## config.mk

```make
export PLATFORM = sky130hd
export DESIGN_NAME = vga_rect_engine_flat
export DESIGN_NICKNAME = d
export VERILOG_FILES = /design/src/rtl/vga_rect_engine_if.sv /design/src/rtl/vga_rect_engine.sv /design/src/flat_wrapper.sv
export SDC_FILE = /design/constraint.sdc
export NUM_CORES = 1
export LEC_CHECK = 0
export CAP_MARGIN = 30
export CELL_PAD_IN_SITES_DETAIL_PLACEMENT = 0
export CELL_PAD_IN_SITES_GLOBAL_PLACEMENT = 1
export CORE_ASPECT_RATIO = 0.6
export CORE_MARGIN = 5
export CORE_UTILIZATION = 48
export CTS_CLUSTER_DIAMETER = 40
export DETAILED_ROUTE_END_ITERATION = 10
export PLACE_DENSITY = 0.84
export SLEW_MARGIN = 20
export SYNTH_ARGS = -nofsm -noshare
export SYNTH_HDL_FRONTEND = slang
export SYNTH_SLANG_ARGS = --single-unit
export TNS_END_PERCENT = 30
```

## constraint.sdc

```tcl
create_clock -name pulse25M -period 6.7 [get_ports pulse25M]
set_clock_uncertainty 0.05 [all_clocks]
set_input_delay 0.67 -clock pulse25M [delete_from_list [all_inputs] [get_ports pulse25M]]
set_output_delay 0.67 -clock pulse25M [all_outputs]
set_load 0.02 [all_outputs]
```

## src/rtl/vga_rect_engine_if.sv

```systemverilog
// Configuration and video-out bundle for vga_rect_engine.
// master: the side that sets geometry/mode and consumes the video signals.
// slave:  the engine itself.
interface vga_rect_engine_if #(
  parameter int HCW     = 10,
  parameter int VCW     = 10,
  parameter int COLOR_W = 3
);
  logic [HCW-1:0]       width;
  logic [VCW-1:0]       height;
  logic [3*COLOR_W-1:0] fg_rgb;
  logic                 rev;
  logic                 fl;
  logic                 test_mode;

  logic                 h_sync;
  logic                 v_sync;
  logic [COLOR_W-1:0]   red;
  logic [COLOR_W-1:0]   green;
  logic [COLOR_W-1:0]   blue;
  logic                 visible;
  logic                 frame_start;

  modport master (
    output width, height, fg_rgb, rev, fl, test_mode,
    input  h_sync, v_sync, red, green, blue, visible, frame_start
  );

  modport slave (
    input  width, height, fg_rgb, rev, fl, test_mode,
    output h_sync, v_sync, red, green, blue, visible, frame_start
  );
endinterface

```

## src/rtl/vga_rect_engine.sv

```systemverilog
// vga_rect_engine: VGA timing generator that draws a centred bordered
// rectangle. Geometry/mode inputs are shadowed at h=0,v=0 so a frame never
// tears; every output is registered one cycle after its counter value.
// Optional colour-bar test pattern: define VGA_TEST_PATTERN_EN.
module vga_rect_engine #(
  parameter int H_PIXELS     = 640,
  parameter int H_FP         = 16,
  parameter int H_SYNC       = 96,
  parameter int H_BP         = 48,
  parameter int V_ROWS       = 400,
  parameter int V_FP         = 12,
  parameter int V_SYNC       = 2,
  parameter int V_BP         = 35,
  parameter int H_SYNC_POL   = 0,
  parameter int V_SYNC_POL   = 1,
  parameter int HCW          = 10,
  parameter int VCW          = 10,
  parameter int COLOR_W      = 3,
  parameter int BORDER       = 5,
  parameter int BLINK_FRAMES = 30
) (
  input  logic             pulse25M,
  input  logic             reset,
  vga_rect_engine_if.slave vif
);
  localparam int H_NV    = H_FP + H_SYNC + H_BP;
  localparam int H_TOTAL = H_NV + H_PIXELS;
  localparam int V_NV    = V_FP + V_SYNC + V_BP;
  localparam int V_TOTAL = V_NV + V_ROWS;

  localparam logic [HCW-1:0] H_LAST = HCW'(H_TOTAL - 1);
  localparam logic [HCW-1:0] H_NV_C = HCW'(H_NV);
  localparam logic [HCW-1:0] HS_BEG = HCW'(H_FP);
  localparam logic [HCW-1:0] HS_END = HCW'(H_FP + H_SYNC);
  localparam logic [VCW-1:0] V_LAST = VCW'(V_TOTAL - 1);
  localparam logic [VCW-1:0] V_NV_C = VCW'(V_NV);
  localparam logic [VCW-1:0] VS_BEG = VCW'(V_FP);
  localparam logic [VCW-1:0] VS_END = VCW'(V_FP + V_SYNC);

  localparam logic HS_ON = 1'(H_SYNC_POL);
  localparam logic VS_ON = 1'(V_SYNC_POL);

  // Box geometry is evaluated in 32 bits using additions only, so the grown
  // box may extend past the left/top edge without any signed arithmetic.
  localparam logic [31:0] H_NV32 = 32'(H_NV);
  localparam logic [31:0] V_NV32 = 32'(V_NV);
  localparam logic [31:0] MAX_W  = 32'(H_PIXELS);
  localparam logic [31:0] MAX_H  = 32'(V_ROWS);
  localparam logic [31:0] MID_X  = 32'(H_PIXELS / 2);
  localparam logic [31:0] MID_Y  = 32'(V_ROWS / 2);
  localparam logic [31:0] BRD    = 32'(BORDER);

  localparam int BFW = (BLINK_FRAMES > 1) ? $clog2(BLINK_FRAMES) : 1;
  localparam logic [BFW-1:0] BF_LAST = BFW'(BLINK_FRAMES - 1);

  logic [HCW-1:0]       h_cnt;
  logic [VCW-1:0]       v_cnt;
  logic                 frame_tick;
  logic                 frame_end;

  logic [HCW-1:0]       w_s;
  logic [VCW-1:0]       h_s;
  logic [3*COLOR_W-1:0] fg_s;
  logic                 rev_s;
  logic                 fl_s;

  logic [BFW-1:0]       blink_cnt;
  logic                 phase;
  logic                 flash;

  logic [31:0]          x, y;
  logic [31:0]          w_clamp, h_clamp;
  logic [31:0]          half_w, half_h;
  logic                 vis_c, hs_c, vs_c;
  logic                 in_box, in_grow, border_c;
  logic [COLOR_W-1:0]   mask_r, mask_f;
  logic [COLOR_W-1:0]   r_c, g_c, b_c;

  logic                 hs_q, vs_q, vis_q, fs_q;
  logic [COLOR_W-1:0]   r_q, g_q, b_q;

  assign frame_tick = (h_cnt == '0) && (v_cnt == '0);
  assign frame_end  = (h_cnt == H_LAST) && (v_cnt == V_LAST);

  // Raster counters: h wraps every line, v advances on each h wrap.
  always_ff @(posedge pulse25M) begin
    if (!reset) begin
      h_cnt <= '0;
      v_cnt <= '0;
    end else if (h_cnt == H_LAST) begin
      h_cnt <= '0;
      v_cnt <= (v_cnt == V_LAST) ? '0 : v_cnt + 1'b1;
    end else begin
      h_cnt <= h_cnt + 1'b1;
    end
  end

  // Per-frame shadow of geometry and mode inputs.
  always_ff @(posedge pulse25M) begin
    if (!reset) begin
      w_s   <= '0;
      h_s   <= '0;
      fg_s  <= '0;
      rev_s <= 1'b0;
      fl_s  <= 1'b0;
    end else if (frame_tick) begin
      w_s   <= vif.width;
      h_s   <= vif.height;
      fg_s  <= vif.fg_rgb;
      rev_s <= vif.rev;
      fl_s  <= vif.fl;
    end
  end

`ifdef VGA_TEST_PATTERN_EN
  logic        tm_s;
  logic [31:0] bar_idx;
  logic [2:0]  bar;

  // Test-mode shadow, latched alongside the other frame inputs.
  always_ff @(posedge pulse25M) begin
    if (!reset) begin
      tm_s <= 1'b0;
    end else if (frame_tick) begin
      tm_s <= vif.test_mode;
    end
  end

  assign bar_idx = x / 32'(H_PIXELS / 8);
  assign bar     = (bar_idx > 32'd7) ? 3'd7 : bar_idx[2:0];
`else
  logic unused_test_mode;
  assign unused_test_mode = vif.test_mode;
`endif

  // Blink timebase: counts completed frames, so the first frame after reset
  // gets a full half-period; the phase flips at the last pixel of a frame.
  always_ff @(posedge pulse25M) begin
    if (!reset) begin
      blink_cnt <= '0;
      phase     <= 1'b0;
    end else if (frame_end) begin
      if (blink_cnt == BF_LAST) begin
        blink_cnt <= '0;
        phase     <= ~phase;
      end else begin
        blink_cnt <= blink_cnt + 1'b1;
      end
    end
  end

  assign flash  = fl_s & phase;
  assign mask_r = {COLOR_W{rev_s}};
  assign mask_f = {COLOR_W{flash}};

  assign hs_c  = (h_cnt >= HS_BEG) && (h_cnt < HS_END);
  assign vs_c  = (v_cnt >= VS_BEG) && (v_cnt < VS_END);
  assign vis_c = (h_cnt >= H_NV_C) && (v_cnt >= V_NV_C);

  // x/y are only meaningful while vis_c is high.
  assign x       = 32'(h_cnt) - H_NV32;
  assign y       = 32'(v_cnt) - V_NV32;
  assign w_clamp = (32'(w_s) > MAX_W) ? MAX_W : 32'(w_s);
  assign h_clamp = (32'(h_s) > MAX_H) ? MAX_H : 32'(h_s);
  assign half_w  = w_clamp >> 1;
  assign half_h  = h_clamp >> 1;

  assign in_box  = (x + half_w >= MID_X) && (x < MID_X + half_w) &&
                   (y + half_h >= MID_Y) && (y < MID_Y + half_h);
  assign in_grow = (x + half_w + BRD >= MID_X) && (x < MID_X + half_w + BRD) &&
                   (y + half_h + BRD >= MID_Y) && (y < MID_Y + half_h + BRD);
  assign border_c = vis_c && (w_clamp != '0) && (h_clamp != '0) && in_grow && !in_box;

  // Pixel colour: blank outside the active area, border or background inside.
  always_comb begin
    r_c = '0;
    g_c = '0;
    b_c = '0;
    if (vis_c) begin
`ifdef VGA_TEST_PATTERN_EN
      if (tm_s) begin
        r_c = {COLOR_W{bar[2]}} ^ mask_r;
        g_c = {COLOR_W{bar[1]}} ^ mask_r;
        b_c = {COLOR_W{bar[0]}} ^ mask_r;
      end else
`endif
      if (border_c) begin
        r_c = fg_s[3*COLOR_W-1:2*COLOR_W] ^ mask_r ^ mask_f;
        g_c = fg_s[2*COLOR_W-1:COLOR_W]   ^ mask_r ^ mask_f;
        b_c = fg_s[COLOR_W-1:0]           ^ mask_r ^ mask_f;
      end else begin
        r_c = mask_r;
        g_c = mask_r;
        b_c = mask_r;
      end
    end
  end

  // Output register stage keeps sync, visible and colour aligned.
  always_ff @(posedge pulse25M) begin
    if (!reset) begin
      hs_q  <= ~HS_ON;
      vs_q  <= ~VS_ON;
      vis_q <= 1'b0;
      fs_q  <= 1'b0;
      r_q   <= '0;
      g_q   <= '0;
      b_q   <= '0;
    end else begin
      hs_q  <= hs_c ? HS_ON : ~HS_ON;
      vs_q  <= vs_c ? VS_ON : ~VS_ON;
      vis_q <= vis_c;
      fs_q  <= frame_tick;
      r_q   <= r_c;
      g_q   <= g_c;
      b_q   <= b_c;
    end
  end

  assign vif.h_sync      = hs_q;
  assign vif.v_sync      = vs_q;
  assign vif.visible     = vis_q;
  assign vif.frame_start = fs_q;
  assign vif.red         = r_q;
  assign vif.green       = g_q;
  assign vif.blue        = b_q;
endmodule

```

## src/flat_wrapper.sv

```systemverilog
// flat-port wrapper written by rule: the top's interface ports become plain ports
module vga_rect_engine_flat 
#(
  parameter int H_PIXELS     = 640,
  parameter int H_FP         = 16,
  parameter int H_SYNC       = 96,
  parameter int H_BP         = 48,
  parameter int V_ROWS       = 400,
  parameter int V_FP         = 12,
  parameter int V_SYNC       = 2,
  parameter int V_BP         = 35,
  parameter int H_SYNC_POL   = 0,
  parameter int V_SYNC_POL   = 1,
  parameter int HCW          = 10,
  parameter int VCW          = 10,
  parameter int COLOR_W      = 3,
  parameter int BORDER       = 5,
  parameter int BLINK_FRAMES = 30
)
  (pulse25M, reset, vif_width, vif_height, vif_fg_rgb, vif_rev, vif_fl, vif_test_mode, vif_h_sync, vif_v_sync, vif_red, vif_green, vif_blue, vif_visible, vif_frame_start);
  vga_rect_engine_if #(.HCW(HCW), .VCW(VCW), .COLOR_W(COLOR_W)) vif_i ();
  input  logic pulse25M;
  input  logic reset;
  input wire logic [$bits(vif_i.width)-1:0] vif_width;
  input wire logic [$bits(vif_i.height)-1:0] vif_height;
  input wire logic [$bits(vif_i.fg_rgb)-1:0] vif_fg_rgb;
  input wire logic [$bits(vif_i.rev)-1:0] vif_rev;
  input wire logic [$bits(vif_i.fl)-1:0] vif_fl;
  input wire logic [$bits(vif_i.test_mode)-1:0] vif_test_mode;
  output wire logic [$bits(vif_i.h_sync)-1:0] vif_h_sync;
  output wire logic [$bits(vif_i.v_sync)-1:0] vif_v_sync;
  output wire logic [$bits(vif_i.red)-1:0] vif_red;
  output wire logic [$bits(vif_i.green)-1:0] vif_green;
  output wire logic [$bits(vif_i.blue)-1:0] vif_blue;
  output wire logic [$bits(vif_i.visible)-1:0] vif_visible;
  output wire logic [$bits(vif_i.frame_start)-1:0] vif_frame_start;
  assign vif_i.width = vif_width;
  assign vif_i.height = vif_height;
  assign vif_i.fg_rgb = vif_fg_rgb;
  assign vif_i.rev = vif_rev;
  assign vif_i.fl = vif_fl;
  assign vif_i.test_mode = vif_test_mode;
  assign vif_h_sync = vif_i.h_sync;
  assign vif_v_sync = vif_i.v_sync;
  assign vif_red = vif_i.red;
  assign vif_green = vif_i.green;
  assign vif_blue = vif_i.blue;
  assign vif_visible = vif_i.visible;
  assign vif_frame_start = vif_i.frame_start;
  vga_rect_engine #(.H_PIXELS(H_PIXELS), .H_FP(H_FP), .H_SYNC(H_SYNC), .H_BP(H_BP), .V_ROWS(V_ROWS), .V_FP(V_FP), .V_SYNC(V_SYNC), .V_BP(V_BP), .H_SYNC_POL(H_SYNC_POL), .V_SYNC_POL(V_SYNC_POL), .HCW(HCW), .VCW(VCW), .COLOR_W(COLOR_W), .BORDER(BORDER), .BLINK_FRAMES(BLINK_FRAMES)) u_core (.pulse25M(pulse25M), .reset(reset), .vif(vif_i));
endmodule
```

* Yosys cells after proc, flatten, opt, wreduce, memory -nomap -nowiden
Index checks and enable logic that the tools add are counted.
Cells by class: add/sub/neg operators 13, bitwise logic cells 9, eq/ne operators 3, mux-type cells 9, magnitude comparators 16, reductions and logical operators 23
Operators by type and width (number):
- 32-bit by 3-bit adder with 32-bit output, second input constant | 4
- 32-bit less-than comparator | 4
- 32-bit by 31-bit adder with 32-bit output | 2
- 32-bit by 8-bit >= comparator with 1-bit output, second input constant | 2
- 32-bit by 9-bit >= comparator with 1-bit output, second input constant | 2
- 32-bit nonzero test | 2
- 8-bit by 31-bit adder with 32-bit output, first input constant | 1
- 9-bit by 31-bit adder with 32-bit output, first input constant | 1
- 10-bit two-way mux | 3
- 10-bit by 1-bit adder with 10-bit output, second input constant | 2
- 10-bit zero test | 2
- 3-bit XOR | 6
- 1-bit logical AND | 15
- 10-bit by 6-bit subtractor with 11-bit output, second input constant | 1
- 10-bit by 8-bit subtractor with 11-bit output, second input constant | 1
- 10-bit == test, second input constant | 1
- 10-bit by 9-bit == test with 1-bit output, second input constant | 1
- 10-bit by 4-bit >= comparator with 1-bit output, second input constant | 1
- 10-bit by 5-bit >= comparator with 1-bit output, second input constant | 1
- 10-bit by 6-bit >= comparator with 1-bit output, second input constant | 1
- 10-bit by 8-bit >= comparator with 1-bit output, second input constant | 1
- 10-bit > comparator, second input constant | 1
- 10-bit by 9-bit > comparator with 1-bit output, second input constant | 1
- 10-bit by 4-bit less-than comparator with 1-bit output, second input constant | 1
- 11 further kinds | 16
Word-level totals: output and inout port bits 13, register bits 70, word-level logic and storage cells 89, input port bits 34

* Depth between registers and ports, before layout
depth in word-level cells 11, mapped depth 23, depth with buffers taken out 23

* Least setup slack after synthesis
OpenSTA, ideal clock, no wires.
kind register -> register, start point register u_core.h_s[1], end point register u_core.b_q[2], in the netlist u_core.vif.blue[2], setup time 0.072 ns, slack 2.083 ns, arrival 4.495 ns, path buffers 0, cell stages (with the launch flop) 21, required time 6.578 ns, clock period less this slack 4.617 ns, path through dfxtp_1 or3_1 o21ai_0 nand2_1 a31oi_1 nor2b_1 inv_1 ha_1 a21oi_1 xor2_1 nor2_1 o41a_1 ha_1 a21o_1 a221oi_1 o21ai_0 nor4b_1 o211a_1 o211ai_4 a211oi_2 mux2i_1
On the way: word-level cells in the longest chain between the ends 10, elaborated cells on any way between the ends 20, classes of those cells add/sub (4); order compare (5); mux (2); reduce/logical (9)
RTL lines:
- start, declared | line vga_rect_engine.sv:62 | logic [VCW-1:0] h_s;
- start signal, assigned | line vga_rect_engine.sv:108 | h_s <= vif.height;
- 10-bit by 9-bit > comparator with 1-bit output | line vga_rect_engine.sv:164 | assign h_clamp = (32'(h_s) > MAX_H) ? MAX_H : 32'(h_s);
- 10-bit two-way mux (*) | line vga_rect_engine.sv:164
- 32-bit by 31-bit adder with 32-bit output | line vga_rect_engine.sv:169, vga_rect_engine.sv:171
- 32-bit by 3-bit adder with 32-bit output | line vga_rect_engine.sv:171 | (y + half_h + BRD >= MID_Y) && (y < MID_Y + half_h + BRD);
- 32-bit by 8-bit >= comparator with 1-bit output | line vga_rect_engine.sv:171
- 1-bit logical AND | line vga_rect_engine.sv:170 | assign in_grow = (x + half_w + BRD >= MID_X) && (x < MID_X + half_w + BRD) &&
- 1-bit logical AND | line vga_rect_engine.sv:171
- 1-bit logical AND | line vga_rect_engine.sv:172 | assign border_c = vis_c && (w_clamp != '0) && (h_clamp != '0) && in_grow && !in_box;
- 1-bit logical AND (*) | line vga_rect_engine.sv:172
- 3-bit two-way mux (*) | line vga_rect_engine.sv:187 | if (border_c) begin
- end signal, assigned | line vga_rect_engine.sv:208 | b_q <= '0;
- end signal, assigned | line vga_rect_engine.sv:216 | b_q <= b_c;
- end, declared | line vga_rect_engine.sv:80 | logic [COLOR_W-1:0] r_q, g_q, b_q;
Every way passes the cells marked *; elsewhere a longest branch is shown, timed or not. A chain may end at the register's enable or synchronous reset.

* Final worst setup path
start point register u_core.h_s[1], end point register u_core.b_q[1], in the netlist u_core.vif.blue[1]
Same word-level chain as after synthesis.

==> results_dict.tcl <==
set metrics [dict create \
    crit_type "register to register" \
    cts.path.max_buffers 2 \
    yosysSeqAreaShare_pct 22.72 \
    syn_area_per_cell_sq_um 7.947 \
    rsz0062_at_grt "no" \
    clkLatencyLatePin_ns 0.33 \
    grt_usage_pct 20.96 \
    final_area_sq_mm 0.007064 \
    synth_edf_count 0 \
    synth_top_family_by_area "simple AND/OR/NAND/NOR gates" \
    slew_headroom_pct 41.43 \
    crit_start "u_core.h_s[1]" \
    die_h_um 97.80 \
    cts_resized 0 \
    worstHoldStart "u_core.h_s[0]" \
    timing.final.crit_share_pct 82.22 \
    fmax_mhz 181.5 \
    cts.sinks 70 \
    arrival_ns 5.71 \
    synth_top_cell_by_area "dfxtp_1" \
    final_cells 982 \
    drt-total-wl_um 16100 \
    ys_types 80 \
    synth_compound_area_share_pct 21.65 \
    synth_fa_ha_area_share_pct 17.69 \
    async_flop_share_pct 0 \
    ys.flop_type "dfxtp_1" \
    port-buffer-count 45 \
    drv_cap 0 \
    numPlacedInstances 966 \
    numCtsBuffers 9 \
    leakage_nw 2.877 \
    clk_pin_slew_ns 0.06 \
    cts_tree "built" \
    yosys.area_share.simple_pct 23.60 \
    finalSetupViolations 0 \
    mostFrequentLayoutCell "nand2_1" \
    dp_hpwl_um 12750 \
    cts_setup_buffers 0 \
    syn_area_sq_mm 0.006167 \
    overflow 0 \
    slew_viol_final 0 \
    endpoint_kind "register" \
    worst_pin_slew_ns 0.8738 \
    pre_cts_ws_ns 1.321 \
    core-area_sq_mm 0.01269 \
    crit_chain "or3_1, o21ai_0, nand2_1, a31oi_1, nor2b_1, inv_1, ha_1, nand3_1, o211ai_1, nor4_1, nor3_1, a21oi_1, nor2_1, inv_1, ha_1, nand4b_1, nor4_1, nand2_1, a2111oi_2, o211ai_4, a211oi_2, mux2i_1" \
    muxShareOfSynthArea_pct 1.806 \
    grt_max_degree 32 \
    yosysWarnings 0 \
    ios 47 \
    r2r_slack_ns 1.19 \
    synth_seq_cells 70 \
    max_stage_delay_ns 0.40 \
    setup-tns-final_ns 0 \
    routabilityCongestion 0.8926 \
    synth_xor_area_share_pct 8.217 \
    die_area_sq_mm 0.01529 \
    hold_path.class "register to register" \
    area_growth_pct 14.55 \
    yosys.area.top_type_share_pct 22.72 \
    layout-drive-gt1-share_pct 6.034 \
    initial_utilization_pct 48.59 \
    status "finished clean" \
    h-tree-depth 3 \
    cts-root-buf "clkbuf_16" \
    final_cell_mix "nand2_1, ha_1, dfxtp_1" \
    worstPathMaxFanout 9 \
    power.density_mw_per_mm2 191.5 \
    vdd_ir_drop_max_v 0.0001523 \
    wl_per_cell_um 16.39 \
    rr_startpoint "u_core.h_s[1]" \
    rows 32 \
    antenna_found_initial 0 \
    worst_path_max_delay_cell "ha_1" \
    drtIter0Drc 380 \
    finalPower_mw 1.353 \
    worstSetupStartpointType "register" \
    via_count 5675 \
    antenna-diode-count 0 \
    hold_violations 0 \
    setup_slack_ns 1.191 \
    grt_pass1_wl_um 26650 \
    dieWidth_um 156.3 \
    drc_errors 0 \
    critPathRequiredTime_ns 6.90 \
    synth.area.top_cells "dfxtp_1, ha_1, nand2_1" \
    cts_hold_buf 0 \
    nets 927 \
    grt_pass1_vias 5279 \
    fill_cells 1151 \
    syn_inst 776 \
    placed_cell_area_sq_mm 0.006730 \
    drtAntennaViolNets 0 \
    vias_per_cell 5.779 \
    drtPass1Iterations 5 \
    period_needed_ns 5.509 \
]
[per-layer routing]
layer	vias to the layer above	track usage [%]	share of wire, %	routed length, um
met5	-	0	0	0
met4	0	4.600	1.0	161
met3	17	2.613	5.2	832
met2	157	29.45	41	6567
met1	2671	33.59	53	8536
li1	2830	-	-	-
[flip-flops by register name, summed over array words and instances (netlist names), 3 cells and up]
signal,cells
u_core.h_cnt,10
u_core.h_s,10
u_core.v_cnt,10
u_core.w_s,10
u_core.fg_s,9
u_core.blink_cnt,5
u_core.vif.blue,3
u_core.vif.green,3
u_core.vif.red,3
[report_power, final]
group | internal, mW | switching (mW)
Clock | 0.346 | 0.177
Combinational | 0.158 | 0.212
Sequential | 0.436 | 0.0252
[kinds of logic after synthesis]
group | count (synthesis)
simple gates | 301
compound gates | 185
fa+ha+maj | 86
flops | 70
buf+inv | 64
xor+xnor | 57
mux | 11
other cells | 2
[cell type report]
class / count / area, sq um / share of cell area, %
timing repair buffer: 47 / 462.9 / 6.553
inverter: 36 / 135.1 / 1.913
sequential: 70 / 1401 / 19.84
clock buffer: 11 / 252.7 / 3.578
tap: 170 / 212.7 / 3.011
clock inverter: 5 / 81.33 / 1.151
multi-input combinational: 643 / 4518 / 63.96
[worst paths after layout]
check / cells past startpoint / to
setup / recovery: 22 / u_core.vif.blue[1]
hold / removal: 2 / u_core.h_s[0]
setup reg to reg: 22 / u_core.vif.blue[1]
hold reg to reg: 2 / u_core.h_s[0]
[worst max-delay path: cells and delay by family (launching register included)]
family                   cells  cell delay (ns)
AO/OA/AOI/OAI                7             1.73
adder cells (fa/ha/maj)      2             0.68
buffers and inverters        2             0.20
flip-flops                   1             0.33
multiplexers                 1             0.23
AND/OR/NAND/NOR             10             2.22
[metrics by stage]
stage	hold WS, ns	util (%)
floorplan	0.3775	-
global placement	0.3916	52.95
detailed placement	0.3964	53.03
CTS	0.4037	55.66
global route	0.4361	55.66
finish	0.4026	55.66
[synth_stat cells (3+ instances only)]
| master | number |
|---|---|
| nor4_1 | 6 |
| a21oi_1 | 66 |
| a21o_1 | 5 |
| and2_1 | 6 |
| o21bai_1 | 3 |
| o21ai_0 | 29 |
| buf_4 | 4 |
| clkbuf_1 | 19 |
| nand4_1 | 11 |
| xor2_1 | 31 |
| or3_1 | 12 |
| o2111ai_1 | 4 |
| and3_1 | 6 |
| xnor2_1 | 25 |
| a211oi_2 | 9 |
| nor3b_1 | 3 |
| nor2_1 | 55 |
| ha_1 | 84 |
| o211a_1 | 4 |
| nor4b_1 | 4 |
| nand4b_1 | 3 |
| a31oi_1 | 9 |
| or2_2 | 5 |
| o31ai_1 | 4 |
| mux2i_1 | 10 |
| dfxtp_1 | 70 |
| or4_1 | 4 |
| nand2b_1 | 7 |
| o21a_1 | 11 |
| nor3_1 | 18 |
| buf_2 | 3 |
| inv_1 | 34 |
| nor2b_1 | 12 |
| o31a_1 | 3 |
| nand3_1 | 21 |
| o211ai_1 | 4 |
| nand2_1 | 119 |
| and4_1 | 3 |
(Power assumes the default switching activity.)
==> patch (same flow settings) <==
`COLOR_W` is set to 3 in 3 places; all go to 6.
--- a/src/rtl/vga_rect_engine_if.sv
+++ b/src/rtl/vga_rect_engine_if.sv
@@ -5,5 +5,5 @@
   parameter int HCW     = 10,
   parameter int VCW     = 10,
-  parameter int COLOR_W = 3
+  parameter int COLOR_W = 6
 );
   logic [HCW-1:0]       width;
--- a/src/rtl/vga_rect_engine.sv
+++ b/src/rtl/vga_rect_engine.sv
@@ -16,5 +16,5 @@
   parameter int HCW          = 10,
   parameter int VCW          = 10,
-  parameter int COLOR_W      = 3,
+  parameter int COLOR_W      = 6,
   parameter int BORDER       = 5,
   parameter int BLINK_FRAMES = 30
--- a/src/flat_wrapper.sv
+++ b/src/flat_wrapper.sv
@@ -14,5 +14,5 @@
   parameter int HCW          = 10,
   parameter int VCW          = 10,
-  parameter int COLOR_W      = 3,
+  parameter int COLOR_W      = 6,
   parameter int BORDER       = 5,
   parameter int BLINK_FRAMES = 30
Interface: changed (resized vif_blue, vif_fg_rgb, vif_green and vif_red); port bits go from 47 to 65. The function was not compared with the original's and may differ.
==> patch against the original RTL <==
Worst hold slack improved by 7.5 ps. Setup slack got worse by 720 ps. Combinational power rose by 11%. Via count rose by 11%. Area after synthesis rose by 10%. Design area rose by 12%. Total power rose by 9.5%. Synthesized cell count rose by 12%. Sequential cell count rose by 18. Largest cell class unchanged. Wire length rose by 16%. Cell count rose by 13%. Highest routed layer unchanged. Non-clock buffer count rose by 27. Sequential power rose by 25%. Critical path depth fell by 1.
==> patch: results (changes against the original RTL) <==
Critical path
  • Worst path max stage delay: 540 ps (was 400 ps)
  • R2r worst-path depth: 21 (was 22)
  • Worst Path Arrival: 6440 ps (was 5710 ps)
  • Maximum fanout along the worst path: 18 (was 9)
  • R2R setup slack: 470 ps (was 1190 ps)
  • CP max stage cell: or4_1 (was ha_1)

Global routing
  • Gr usage total: 23.0% (was 21.0%)
  • Largest net degree at the start of global routing: 49 (was 32)
  • Vias in the first global route: 6,071 (was 5,279)
  • Met2 Resource Use GR: 33.4% (was 29.4%)
  • First-pass GRT wire length: 30.8 mm (was 26.6 mm)

Placed design
  • Placed Cells: 1,092 (was 966)
  • Final GP Congestion: 0.857 (was 0.893)
  • HPWL Detailed: 14.5 mm (was 12.7 mm)
  • Placed Area: 7570 sq um (was 6730 sq um)
  • Port bufs: 63 (was 45)
  • Dpl ws: 356 ps (was 1320 ps)

Power and ir drop
  • Sw Ratio: 33.3% (was 30.6%)
  • Peak VDD IR: 114 uV (was 152 uV)

Outcome
  • Outcome: finished, final reports clean (unchanged)

Final layout
  • Final Net Count: 1,043 (was 927)

Routing
  • Metal3 WL: 1.22 mm (was 832 um)
  • Total wire length: 18.6 mm (was 16.1 mm)
  • DR WL/cell: 16.8 um (was 16.4 um)

Synthesis
  • Synth area leaders: dfxtp_1 (26%), ha_1 (15%), nand2_1 (8.0%), xor2_1 (5.8%), a21oi_1 (5.2%) (was dfxtp_1 (23%), ha_1 (17%), nand2_1 (7.2%), a21oi_1 (5.4%), xor2_1 (4.4%))
  • Commonest cells in the netlist: nand2_1 (145), dfxtp_1 (88), ha_1 (84) (was nand2_1 (119), ha_1 (84), dfxtp_1 (70))
  • Synth unique cells: 64 (was 80)
  • Sequential fraction of the synthesis area: 25.9% (was 22.7%)

Clock tree
  • Worst-Skew Late Latency: 350 ps (was 330 ps)

Min path
  • Hold Crit Start: u_core.fl_s$_SDFFE_PN0P_ (was u_core.h_s[0]$_SDFFE_PN0P_)

STA
  • Min Hold Slack: 410 ps (was 403 ps)
## patch: cell count changes after synthesis, sizes merged, moves of 5 or more
cell    delta
a31oi      -5
buf        -5
clkbuf    +17
dfxtp     +18
mux2i      +9
nand2     +26
nand4      -5
nor4       +6
o21a       -5
or3       +17
xor2      +13
## patch: what timing repair did
item,in CTS,in global routing
endpoints found under the setup margin,0,18
buffers inserted,0,2
resized for setup,0,1
## patch: final cells by class
cell class	instances	area, sq um
Clock buffer	9	225
Clock inverter	7	72.6
Fill cell	1279	5840
Inverter	34	128
Multi-Input combinational cell	707	4750
Sequential cell	88	1760
Tap cell	192	240
Timing Repair Buffer	74	729
## patch: kinds of logic (layout without fill, tap and decap cells)
logic type,count (synthesis),count (layout),synth area share (%)
adders and majority gates,86,86,16.1
other,2,3,0.110
AOI/OAI and AO/OA,177,177,16.6
DFF,88,88,25.9
xor gates and xnor gates,73,73,9.41
buffers and inverters,74,124,4.33
muxes,21,21,3.13
and+or+nand+nor,347,347,24.5
